`src/rtl/ram_sp_rr_arbiter_ctrl_if.sv`:
```
// Requester, response and RAM-side signals of the shared single-port RAM controller.
// master = controller view, slave = clients plus RAM view.
interface ram_sp_rr_arbiter_ctrl_if #(
  parameter int ADDR_W = 9,
  parameter int DATA_W = 16
);
  // Handshake: rqN_req (with we/addr/wdata) is held until rqN_gnt is seen high
  // in the same cycle; the access is taken on that clock edge, and rqN_rvalid
  // marks rdata as the response exactly one cycle later. Dropping req before
  // gnt withdraws the request.
  logic              rq0_req;
  logic              rq0_we;
  logic [ADDR_W-1:0] rq0_addr;
  logic [DATA_W-1:0] rq0_wdata;
  logic              rq0_gnt;
  logic              rq0_rvalid;

  logic              rq1_req;
  logic              rq1_we;
  logic [ADDR_W-1:0] rq1_addr;
  logic [DATA_W-1:0] rq1_wdata;
  logic              rq1_gnt;
  logic              rq1_rvalid;

  logic [DATA_W-1:0] rdata;
  logic              init_busy;

  logic              mem_en;
  logic              mem_we;
  logic              mem_rst;
  logic [ADDR_W-1:0] mem_addr;
  logic [DATA_W-1:0] mem_di;
  logic [DATA_W-1:0] mem_dout;

  modport master (
    input  rq0_req, rq0_we, rq0_addr, rq0_wdata,
    input  rq1_req, rq1_we, rq1_addr, rq1_wdata,
    input  mem_dout,
    output rq0_gnt, rq0_rvalid, rq1_gnt, rq1_rvalid,
    output rdata, init_busy,
    output mem_en, mem_we, mem_rst, mem_addr, mem_di
  );

  modport slave (
    output rq0_req, rq0_we, rq0_addr, rq0_wdata,
    output rq1_req, rq1_we, rq1_addr, rq1_wdata,
    output mem_dout,
    input  rq0_gnt, rq0_rvalid, rq1_gnt, rq1_rvalid,
    input  rdata, init_busy,
    input  mem_en, mem_we, mem_rst, mem_addr, mem_di
  );
endinterface

```
`src/rtl/ram_sp_rr_arbiter_ctrl.sv`:
```
// Two-requester round-robin controller for a single-port write-first RAM.
// Zero-fills every address after reset, then grants one access per cycle.
module ram_sp_rr_arbiter_ctrl #(
  parameter int ADDR_W = 9,
  parameter int DATA_W = 16,
  parameter int DEPTH  = 512
) (
  input  logic clk,
  input  logic rst,
  ram_sp_rr_arbiter_ctrl_if.master bus,
  output logic dbg_state
);

  typedef enum logic {
    ST_INIT = 1'b0,
    ST_RUN  = 1'b1
  } state_t;

  localparam logic [ADDR_W-1:0] LAST_ADDR = ADDR_W'(DEPTH - 1);

  state_t            state_q, state_d;
  logic [ADDR_W-1:0] cnt_q, cnt_d;
  logic              last_gnt_q, last_gnt_d;
  logic              rv0_q, rv1_q;
  logic              gnt0, gnt1;

  always_comb begin
    state_d      = state_q;
    cnt_d        = cnt_q;
    last_gnt_d   = last_gnt_q;
    gnt0         = 1'b0;
    gnt1         = 1'b0;
    bus.mem_en   = 1'b0;
    bus.mem_we   = 1'b0;
    bus.mem_rst  = 1'b0;
    bus.mem_addr = '0;
    bus.mem_di   = '0;

    if (rst) begin
      // Enabled output reset clears the RAM read register during reset.
      state_d     = ST_INIT;
      cnt_d       = '0;
      last_gnt_d  = 1'b1;
      bus.mem_en  = 1'b1;
      bus.mem_rst = 1'b1;
    end else begin
      case (state_q)
        ST_INIT: begin
          bus.mem_en   = 1'b1;
          bus.mem_we   = 1'b1;
          bus.mem_addr = cnt_q;
          cnt_d        = cnt_q + 1'b1;
          if (cnt_q == LAST_ADDR) begin
            state_d = ST_RUN;
            cnt_d   = '0;
          end
        end
        ST_RUN: begin
          // On contention the requester that did not win last time goes first.
          if (bus.rq0_req && (!bus.rq1_req || last_gnt_q)) begin
            gnt0 = 1'b1;
          end else if (bus.rq1_req) begin
            gnt1 = 1'b1;
          end
          if (gnt0) begin
            bus.mem_en   = 1'b1;
            bus.mem_we   = bus.rq0_we;
            bus.mem_addr = bus.rq0_addr;
            bus.mem_di   = bus.rq0_wdata;
            last_gnt_d   = 1'b0;
          end else if (gnt1) begin
            bus.mem_en   = 1'b1;
            bus.mem_we   = bus.rq1_we;
            bus.mem_addr = bus.rq1_addr;
            bus.mem_di   = bus.rq1_wdata;
            last_gnt_d   = 1'b1;
          end
        end
        default: begin
          state_d = ST_INIT;
          cnt_d   = '0;
        end
      endcase
    end
  end

  always_ff @(posedge clk) begin
    state_q    <= state_d;
    cnt_q      <= cnt_d;
    last_gnt_q <= last_gnt_d;
    if (rst) begin
      rv0_q <= 1'b0;
      rv1_q <= 1'b0;
    end else begin
      rv0_q <= gnt0;
      rv1_q <= gnt1;
    end
  end

  // A response already in flight is suppressed when reset arrives in its cycle.
  assign bus.rq0_gnt    = gnt0;
  assign bus.rq1_gnt    = gnt1;
  assign bus.rq0_rvalid = rv0_q & ~rst;
  assign bus.rq1_rvalid = rv1_q & ~rst;
  assign bus.rdata      = bus.mem_dout;
  assign bus.init_busy  = (state_q == ST_INIT) & ~rst;
  assign dbg_state      = (state_q == ST_RUN);

endmodule

```
`src/flat_wrapper.sv`:
```
// flat-port wrapper written by rule: the top's interface ports become plain ports
module ram_sp_rr_arbiter_ctrl_flat 
#(
  parameter int ADDR_W = 9,
  parameter int DATA_W = 16,
  parameter int DEPTH  = 512
)
  (clk, rst, dbg_state, bus_rq0_req, bus_rq0_we, bus_rq0_addr, bus_rq0_wdata, bus_rq1_req, bus_rq1_we, bus_rq1_addr, bus_rq1_wdata, bus_mem_dout, bus_rq0_gnt, bus_rq0_rvalid, bus_rq1_gnt, bus_rq1_rvalid, bus_rdata, bus_init_busy, bus_mem_en, bus_mem_we, bus_mem_rst, bus_mem_addr, bus_mem_di);
  ram_sp_rr_arbiter_ctrl_if #(.ADDR_W(ADDR_W), .DATA_W(DATA_W)) bus_i ();
  input  logic clk;
  input  logic rst;
  output logic dbg_state;
  input wire logic [$bits(bus_i.rq0_req)-1:0] bus_rq0_req;
  input wire logic [$bits(bus_i.rq0_we)-1:0] bus_rq0_we;
  input wire logic [$bits(bus_i.rq0_addr)-1:0] bus_rq0_addr;
  input wire logic [$bits(bus_i.rq0_wdata)-1:0] bus_rq0_wdata;
  input wire logic [$bits(bus_i.rq1_req)-1:0] bus_rq1_req;
  input wire logic [$bits(bus_i.rq1_we)-1:0] bus_rq1_we;
  input wire logic [$bits(bus_i.rq1_addr)-1:0] bus_rq1_addr;
  input wire logic [$bits(bus_i.rq1_wdata)-1:0] bus_rq1_wdata;
  input wire logic [$bits(bus_i.mem_dout)-1:0] bus_mem_dout;
  output wire logic [$bits(bus_i.rq0_gnt)-1:0] bus_rq0_gnt;
  output wire logic [$bits(bus_i.rq0_rvalid)-1:0] bus_rq0_rvalid;
  output wire logic [$bits(bus_i.rq1_gnt)-1:0] bus_rq1_gnt;
  output wire logic [$bits(bus_i.rq1_rvalid)-1:0] bus_rq1_rvalid;
  output wire logic [$bits(bus_i.rdata)-1:0] bus_rdata;
  output wire logic [$bits(bus_i.init_busy)-1:0] bus_init_busy;
  output wire logic [$bits(bus_i.mem_en)-1:0] bus_mem_en;
  output wire logic [$bits(bus_i.mem_we)-1:0] bus_mem_we;
  output wire logic [$bits(bus_i.mem_rst)-1:0] bus_mem_rst;
  output wire logic [$bits(bus_i.mem_addr)-1:0] bus_mem_addr;
  output wire logic [$bits(bus_i.mem_di)-1:0] bus_mem_di;
  assign bus_i.rq0_req = bus_rq0_req;
  assign bus_i.rq0_we = bus_rq0_we;
  assign bus_i.rq0_addr = bus_rq0_addr;
  assign bus_i.rq0_wdata = bus_rq0_wdata;
  assign bus_i.rq1_req = bus_rq1_req;
  assign bus_i.rq1_we = bus_rq1_we;
  assign bus_i.rq1_addr = bus_rq1_addr;
  assign bus_i.rq1_wdata = bus_rq1_wdata;
  assign bus_i.mem_dout = bus_mem_dout;
  assign bus_rq0_gnt = bus_i.rq0_gnt;
  assign bus_rq0_rvalid = bus_i.rq0_rvalid;
  assign bus_rq1_gnt = bus_i.rq1_gnt;
  assign bus_rq1_rvalid = bus_i.rq1_rvalid;
  assign bus_rdata = bus_i.rdata;
  assign bus_init_busy = bus_i.init_busy;
  assign bus_mem_en = bus_i.mem_en;
  assign bus_mem_we = bus_i.mem_we;
  assign bus_mem_rst = bus_i.mem_rst;
  assign bus_mem_addr = bus_i.mem_addr;
  assign bus_mem_di = bus_i.mem_di;
  ram_sp_rr_arbiter_ctrl #(.ADDR_W(ADDR_W), .DATA_W(DATA_W), .DEPTH(DEPTH)) u_core (.clk(clk), .rst(rst), .bus(bus_i), .dbg_state(dbg_state));
endmodule
```
`config.mk`:
```
export PLATFORM = sky130hd
export DESIGN_NAME = ram_sp_rr_arbiter_ctrl_flat
export DESIGN_NICKNAME = d
export VERILOG_FILES = /design/src/rtl/ram_sp_rr_arbiter_ctrl_if.sv /design/src/rtl/ram_sp_rr_arbiter_ctrl.sv /design/src/flat_wrapper.sv
export SDC_FILE = /design/constraint.sdc
export NUM_CORES = 1
export LEC_CHECK = 0
export BUFFER_PORTS_ARGS = -buffer_cell sky130_fd_sc_hd__buf_2
export CORE_MARGIN = 3
export CORE_UTILIZATION = 33
export CTS_CLUSTER_SIZE = 28
export DETAILED_ROUTE_END_ITERATION = 10
export GPL_TIMING_DRIVEN = 0
export PLACE_DENSITY = 0.87
export SLEW_MARGIN = 10
export SYNTH_ARGS = -nofsm -noshare
export SYNTH_HDL_FRONTEND = slang
export SYNTH_SLANG_ARGS = --single-unit
```
`constraint.sdc`:
```
create_clock -name clk -period 3.8 [get_ports clk]
set_input_delay 0.38 -clock clk [delete_from_list [all_inputs] [get_ports clk]]
set_output_delay 0.38 -clock clk [all_outputs]
set_load 0.01 [all_outputs]
```
; Word-level counts from Yosys, hierarchy flattened
; Cells that the tools add are included.
; W data, S select, Z words.
[totals]
out_inout_bits = 50
elab_cells = 50
regBits = 13
inputBits = 72
[op_classes]
add_sub_neg = 1
n_bitwise = 5
n_reduce_logical = 5
mux = 33
n_eq_ne = 1
[ops]
columns = cell, count
row1 = $mux W16, 4
row2 = $mux W9, 4
row3 = $mux W1, 22
row4 = $pmux W9 S2, 1
row5 = $add A9 B1 Y9 const B, 1
row6 = $eq A9 B9 Y1 const B, 1
row7 = $pmux W1 S2, 2
row8 = $and A1 B1 Y1, 3
row9 = $not A1 Y1, 2
row10 = $reduce_and A2 Y1, 1
row11 = $reduce_bool A2 Y1, 1
row12 = $logic_and A1 B1 Y1, 1
row13 = $logic_not A1 Y1, 1
row14 = $logic_or A1 B1 Y1, 1

; Depth between registers and ports, before layout
[logic_depth]
ltp_word = 10
ltp_mapped = 7
depth_no_buf = 7

; Least setup slack after synthesis
; No wires, ideal clock.
[synth_timing]
kind = input port to output port
start = input rst
end = output bus_mem_di[10]
slack_ps = 2098
stages = 5
required_time_ps = 3420
t_arrival_ps = 1322
n_path_buf = 2
path_cell_list = buf_6 > nand2b_4 > nor3b_4 > buf_6 > a22o_1
[synth_via]
elab_chain_cells = 1
[synth_lines]
columns = element, line
row1 = "start, declared", flat_wrapper.sv:11  ; input logic rst;
row2 = $mux W16, ram_sp_rr_arbiter_ctrl.sv:39  ; if (rst) begin
row3 = "end, declared", flat_wrapper.sv:32  ; output wire logic [$bits(bus_i.mem_di)-1:0] bus_mem_di;
; Every way passes these cells.

; Worst setup path in the final report
[layout_timing]
start = register u_core.last_gnt_q
end = output bus_mem_di[15]
[layout_via]
elab_chain_cells = 9
word_cells_on_any_way = 12
classes_between = mux: 10 / reduce/logical: 2
[layout_lines]
columns = element, line
row1 = "start, declared", ram_sp_rr_arbiter_ctrl.sv:23  ; logic last_gnt_q, last_gnt_d;
row2 = "start signal, assigned", ram_sp_rr_arbiter_ctrl.sv:90  ; last_gnt_q <= last_gnt_d;
row3 = $logic_or A1 B1 Y1 *, ram_sp_rr_arbiter_ctrl.sv:60  ; if (bus.rq0_req && (!bus.rq1_req || last_gnt_q)) begin
row4 = $logic_and A1 B1 Y1 *, ram_sp_rr_arbiter_ctrl.sv:60
row5 = $mux W1, ram_sp_rr_arbiter_ctrl.sv:60
row6 = $mux W1, ram_sp_rr_arbiter_ctrl.sv:47  ; case (state_q)
row7 = $mux W1, ram_sp_rr_arbiter_ctrl.sv:39
row8 = $mux W16, ram_sp_rr_arbiter_ctrl.sv:71  ; end else if (gnt1) begin
row9 = $mux W16 *, ram_sp_rr_arbiter_ctrl.sv:65  ; if (gnt0) begin
row10 = $mux W16 *, ram_sp_rr_arbiter_ctrl.sv:47
row11 = $mux W16 *, ram_sp_rr_arbiter_ctrl.sv:39
; Mark *: on every way between the ends. The rest lies on a longest branch, timed or not. The select of a mux whose other input is x is not followed.

==> key figures <==
Logic synthesis
  • Number of cells produced by synthesis: 125
  • Post-synthesis cell area: ~0.0011 mm²
  • Adder-cell share of the synthesized area: between 2 and 2.5%
  • Synth Area in XOR/XNOR: between 3 and 4%
  • Multiplexer area fraction after synthesis: 0.912%
  • Post-Synth Simple-Gate Area: 24.5%
  • Sequential area share after synthesis: between 20% and 30%
  • Total of flip-flops plus latches after synthesis: 13
  • Largest family of logic cells by synthesized area: compound AO/OA/AOI/OAI gates
  • Number of distinct library cells after synthesis: 32
  • Area fraction in compound gates after synthesis: around 27%
  • Yosys Warn Count: 0
  • Synthesized Nets: between 150 and 200
  • Per-instance average area after synthesis: ~8.8 µm²

Status
  • Status: finished, final reports clean

Critical path
  • Buffers & Inverters on Critical Path: 2
  • Register-to-register setup slack: approximately 2300 ps
  • Chain of cells forming the critical path: and2b_4 > nor3b_4 > buf_6 > a22o_1 > buf_2
  • Kind of start point of the critical path: flop
  • Critical Path Start: u_core.last_gnt_q$_SDFFE_PP1P_
  • Worst R2R End: u_core.cnt_q[3]$_SDFFE_PP0N_
  • Data arrival time of the worst path: between 1500 and 2000 ps
  • Cell with the biggest individual delay on the critical path: sky130_fd_sc_hd__nor3b_4
  • Setup Crit Path Kind: flop to output pin
  • CP delay by family, top: simple AND/OR/NAND/NOR gates
  • Worst setup endpoint: bus_mem_di[15]
  • Critical Path Max Stage Delay: just over 400 ps
  • Launch instance of the worst register-to-register path: u_core.cnt_q[0]$_SDFFE_PP0N_
  • Worst setup EP type: output pin
  • Levels on crit path: 5
  • Number of cells traversed by the worst register-to-register path: 6
  • CP Data Required Time: between 3000 and 4000 ps
  • Worst Path Max Fanout: 10

Cells and area
  • Area added between synthesis and finish: 54.8%
  • End-of-flow core utilization: a little over half
  • Count of inserted antenna diode cells: 0
  • Final Cell Area: about 0.0017 mm²
  • Post-layout instance count excluding filler cells: 277
  • Total Nets Final: 308
  • Fraction of layout instances using a drive strength above 1: just under 60%
  • Highest-count cells in the layout ignoring fill and taps: sky130_fd_sc_hd__buf_2, sky130_fd_sc_hd__buf_4, sky130_fd_sc_hd__a22o_1
  • Most common cell after layout, fill and taps aside: sky130_fd_sc_hd__buf_2

Routing
  • Remaining number of nets flagged by the antenna check after routing: 0
  • Per-cell routed wire length: approximately 13 µm
  • Count of routing violations after the opening detailed-route iteration: 41
  • DRC errors left: 0
  • Final wirelength: between 3000 and 4000 µm
  • Vias post-DR: 1,306
  • Vias per std cell: 4.71
  • Number of detailed-routing iterations run before antenna repair: 5

Timing
  • Transition time of the tightest slew-check pin: 449 ps
  • Final Hold Vio Count: 0
  • Rel. slew slack: ~70%
  • RSZ-0062 raised after global routing: false
  • Clock Skew: 1.28 ps
  • Period Utilization, post-route: a little under three fifths
  • Total count of max-transition violations in the final report: 0
  • Final total negative setup slack: 0 ps
  • Post-route setup slack: about 1700 ps
  • Setup violations, final: 0
  • Highest Clock Rate: 476 MHz
  • Time the worst path needs with I/O delays and setup: approximately 2100 ps
  • Final worst hold slack: 313 ps

Clocking
  • Total setup buffers inserted after CTS: 0
  • Maximum buffer depth of the clock tree: 2
  • Number of instances resized during post-cts repair: 0
  • TritonCTS clock tree: built
  • Clock net sink count: 13
  • Buffer type at the clock tree root: sky130_fd_sc_hd__clkbuf_4
  • Hold-fix buffers, CTS: 0
  • Clock buffer count from CTS: 3
  • Clock-pin transition on the worst setup and hold timing paths: approximately 80 ps
  • H-tree level count: 1
  • Latest clock arrival within the worst-skew pair: between 200 and 300 ps

Placement
  • Placed wire-length estimate after detailed placement: between 3000 and 4000 µm
  • Cell count after placement: between 200 and 300
  • Placement-stage worst setup slack: 1830 ps
  • IO buf count: 104
  • Placer's final routability congestion estimate: 0.735
  • Total placed instance area: 0.00167 mm²

Global route
  • Global-route usage over all layers: around 16%
  • Overall overflow remaining after global route: 0
  • Wire length of the first global-routing pass: about 5300 µm
  • Pin count of the biggest net entering global routing: 11
  • Vias in the first global route: roughly 1,200
  • Antenna violations before repair: 0

Pwr
  • Leak Pwr: approximately 0.94 nW
  • Power per cell area: 177 mW/mm²
  • Overall power after layout: between 300 and 400 µW
  • Worst vdd rail ir drop: ~0.00017 V

Floorplanning
  • DIE AREA: between 0.004 and 0.005 mm²
  • Die outline height: ~64 µm
  • Horizontal extent of the die: around 64 µm
  • Top Ports: between 100 and 150
  • Effective utilization at floorplan: between 30% and 40%
  • Core area: 0.00310 mm²
  • Number of placement rows: 20

Job
  • Number of max-cap violations: 0

Worst hold path
  • Type of the tightest min-delay check: input port to flop
-- registers in the layout, summed over array words and instances (netlist names) --
| name | flops |
|---|---|
| u_core.cnt_q | 9 |
| u_core.dbg_state | 1 |
| u_core.last_gnt_q | 1 |
| u_core.rv0_q | 1 |
| u_core.rv1_q | 1 |
-- synth_stat cells --
library cell | number | area, µm²
sky130_fd_sc_hd__xor2_1 | 3 | 26.3
sky130_fd_sc_hd__o21ai_0 | 4 | 20.0
sky130_fd_sc_hd__nand3_1 | 2 | 10.0
sky130_fd_sc_hd__ha_1 | 2 | 25.0
sky130_fd_sc_hd__mux2i_1 | 1 | 10.0
sky130_fd_sc_hd__or3_1 | 4 | 25.0
sky130_fd_sc_hd__nand4b_1 | 2 | 17.5
sky130_fd_sc_hd__nor3b_1 | 1 | 7.51
sky130_fd_sc_hd__nor3b_4 | 1 | 18.8
sky130_fd_sc_hd__and2_1 | 9 | 56.3
sky130_fd_sc_hd__and2b_4 | 1 | 10.0
sky130_fd_sc_hd__nand4_1 | 1 | 6.26
sky130_fd_sc_hd__nand2b_4 | 1 | 13.8
sky130_fd_sc_hd__xnor2_1 | 1 | 8.76
sky130_fd_sc_hd__buf_6 | 5 | 56.3
sky130_fd_sc_hd__and4_4 | 1 | 11.3
sky130_fd_sc_hd__nand2_1 | 2 | 7.51
sky130_fd_sc_hd__nor2_1 | 11 | 41.3
sky130_fd_sc_hd__buf_4 | 17 | 128
sky130_fd_sc_hd__a22o_1 | 16 | 140
sky130_fd_sc_hd__inv_1 | 2 | 7.51
sky130_fd_sc_hd__a221o_1 | 9 | 90.1
sky130_fd_sc_hd__buf_2 | 2 | 10.0
sky130_fd_sc_hd__a21o_1 | 1 | 7.51
sky130_fd_sc_hd__nor2b_1 | 2 | 12.5
sky130_fd_sc_hd__a22oi_1 | 1 | 7.51
sky130_fd_sc_hd__dfxtp_1 | 13 | 260
sky130_fd_sc_hd__a31oi_1 | 1 | 6.26
sky130_fd_sc_hd__a21oi_1 | 5 | 25.0
sky130_fd_sc_hd__and4_1 | 1 | 8.76
sky130_fd_sc_hd__nand3b_1 | 2 | 15.0
sky130_fd_sc_hd__and2b_1 | 1 | 7.51
-- power breakdown --
| part | internal (mW) | switching [mW] |
|---|---|---|
| Combinational | 0.0468 | 0.0301 |
| Sequential | 0.139 | 0.00366 |
| Clock | 0.0405 | 0.0412 |
| Total | 0.226 | 0.0750 |
-- metal layers --
| metal | track usage [%] | vias up | share of wire [%] |
|---|---|---|---|
| met4 | 4.04 | 0 | 0.45 |
| met2 | 32.9 | 53 | 56 |
| met3 | 4.28 | 2 | 7.8 |
| met1 | 15.0 | 585 | 35 |
| met5 | 0 | - | 0 |
| li1 | - | 666 | - |
-- logic make-up after synthesis --
logic type | after synthesis
compound gates | 37
mux | 1
buf+inv | 26
simple gates | 42
xor+xnor | 4
fa+ha+maj | 2
flops | 13
-- worst reg2reg max path, delay by kind of cell, from the launching register on --
| kind | cells | cell delay, ps |
|---|---|---|
| DFF | 1 | 400 |
| adders and majority gates | 2 | 440 |
| AOI/OAI and AO/OA | 1 | 240 |
| and+or+nand+nor | 3 | 300 |
-- worst min path at each step --
stage	endpoint	start	cells after the start	slack [ps]
2_1_floorplan	u_core.cnt_q[7]$_SDFFE_PP0N_	u_core.cnt_q[7]$_SDFFE_PP0N_	2	470
3_3_place_gp	u_core.cnt_q[7]$_SDFFE_PP0N_	u_core.cnt_q[7]$_SDFFE_PP0N_	2	480
3_5_place_dp	u_core.cnt_q[7]$_SDFFE_PP0N_	u_core.cnt_q[7]$_SDFFE_PP0N_	2	500
4_1_cts	u_core.cnt_q[1]$_SDFFE_PP0N_	rst	2	300
5_1_grt	u_core.dbg_state$_SDFF_PP0_	rst	2	300
6_report	u_core.cnt_q[1]$_SDFFE_PP0N_	rst	2	310
-- area by class of cell --
cell class	count	area, µm²
Buffer	24	194
Clock buffer	4	26.3
Fill cell	314	1400
Inverter	2	7.51
Multi-Input combinational cell	86	636
Sequential cell	13	260
Tap cell	44	55.1
Timing Repair Buffer	104	520
Power figures use the tool's default switching activity.
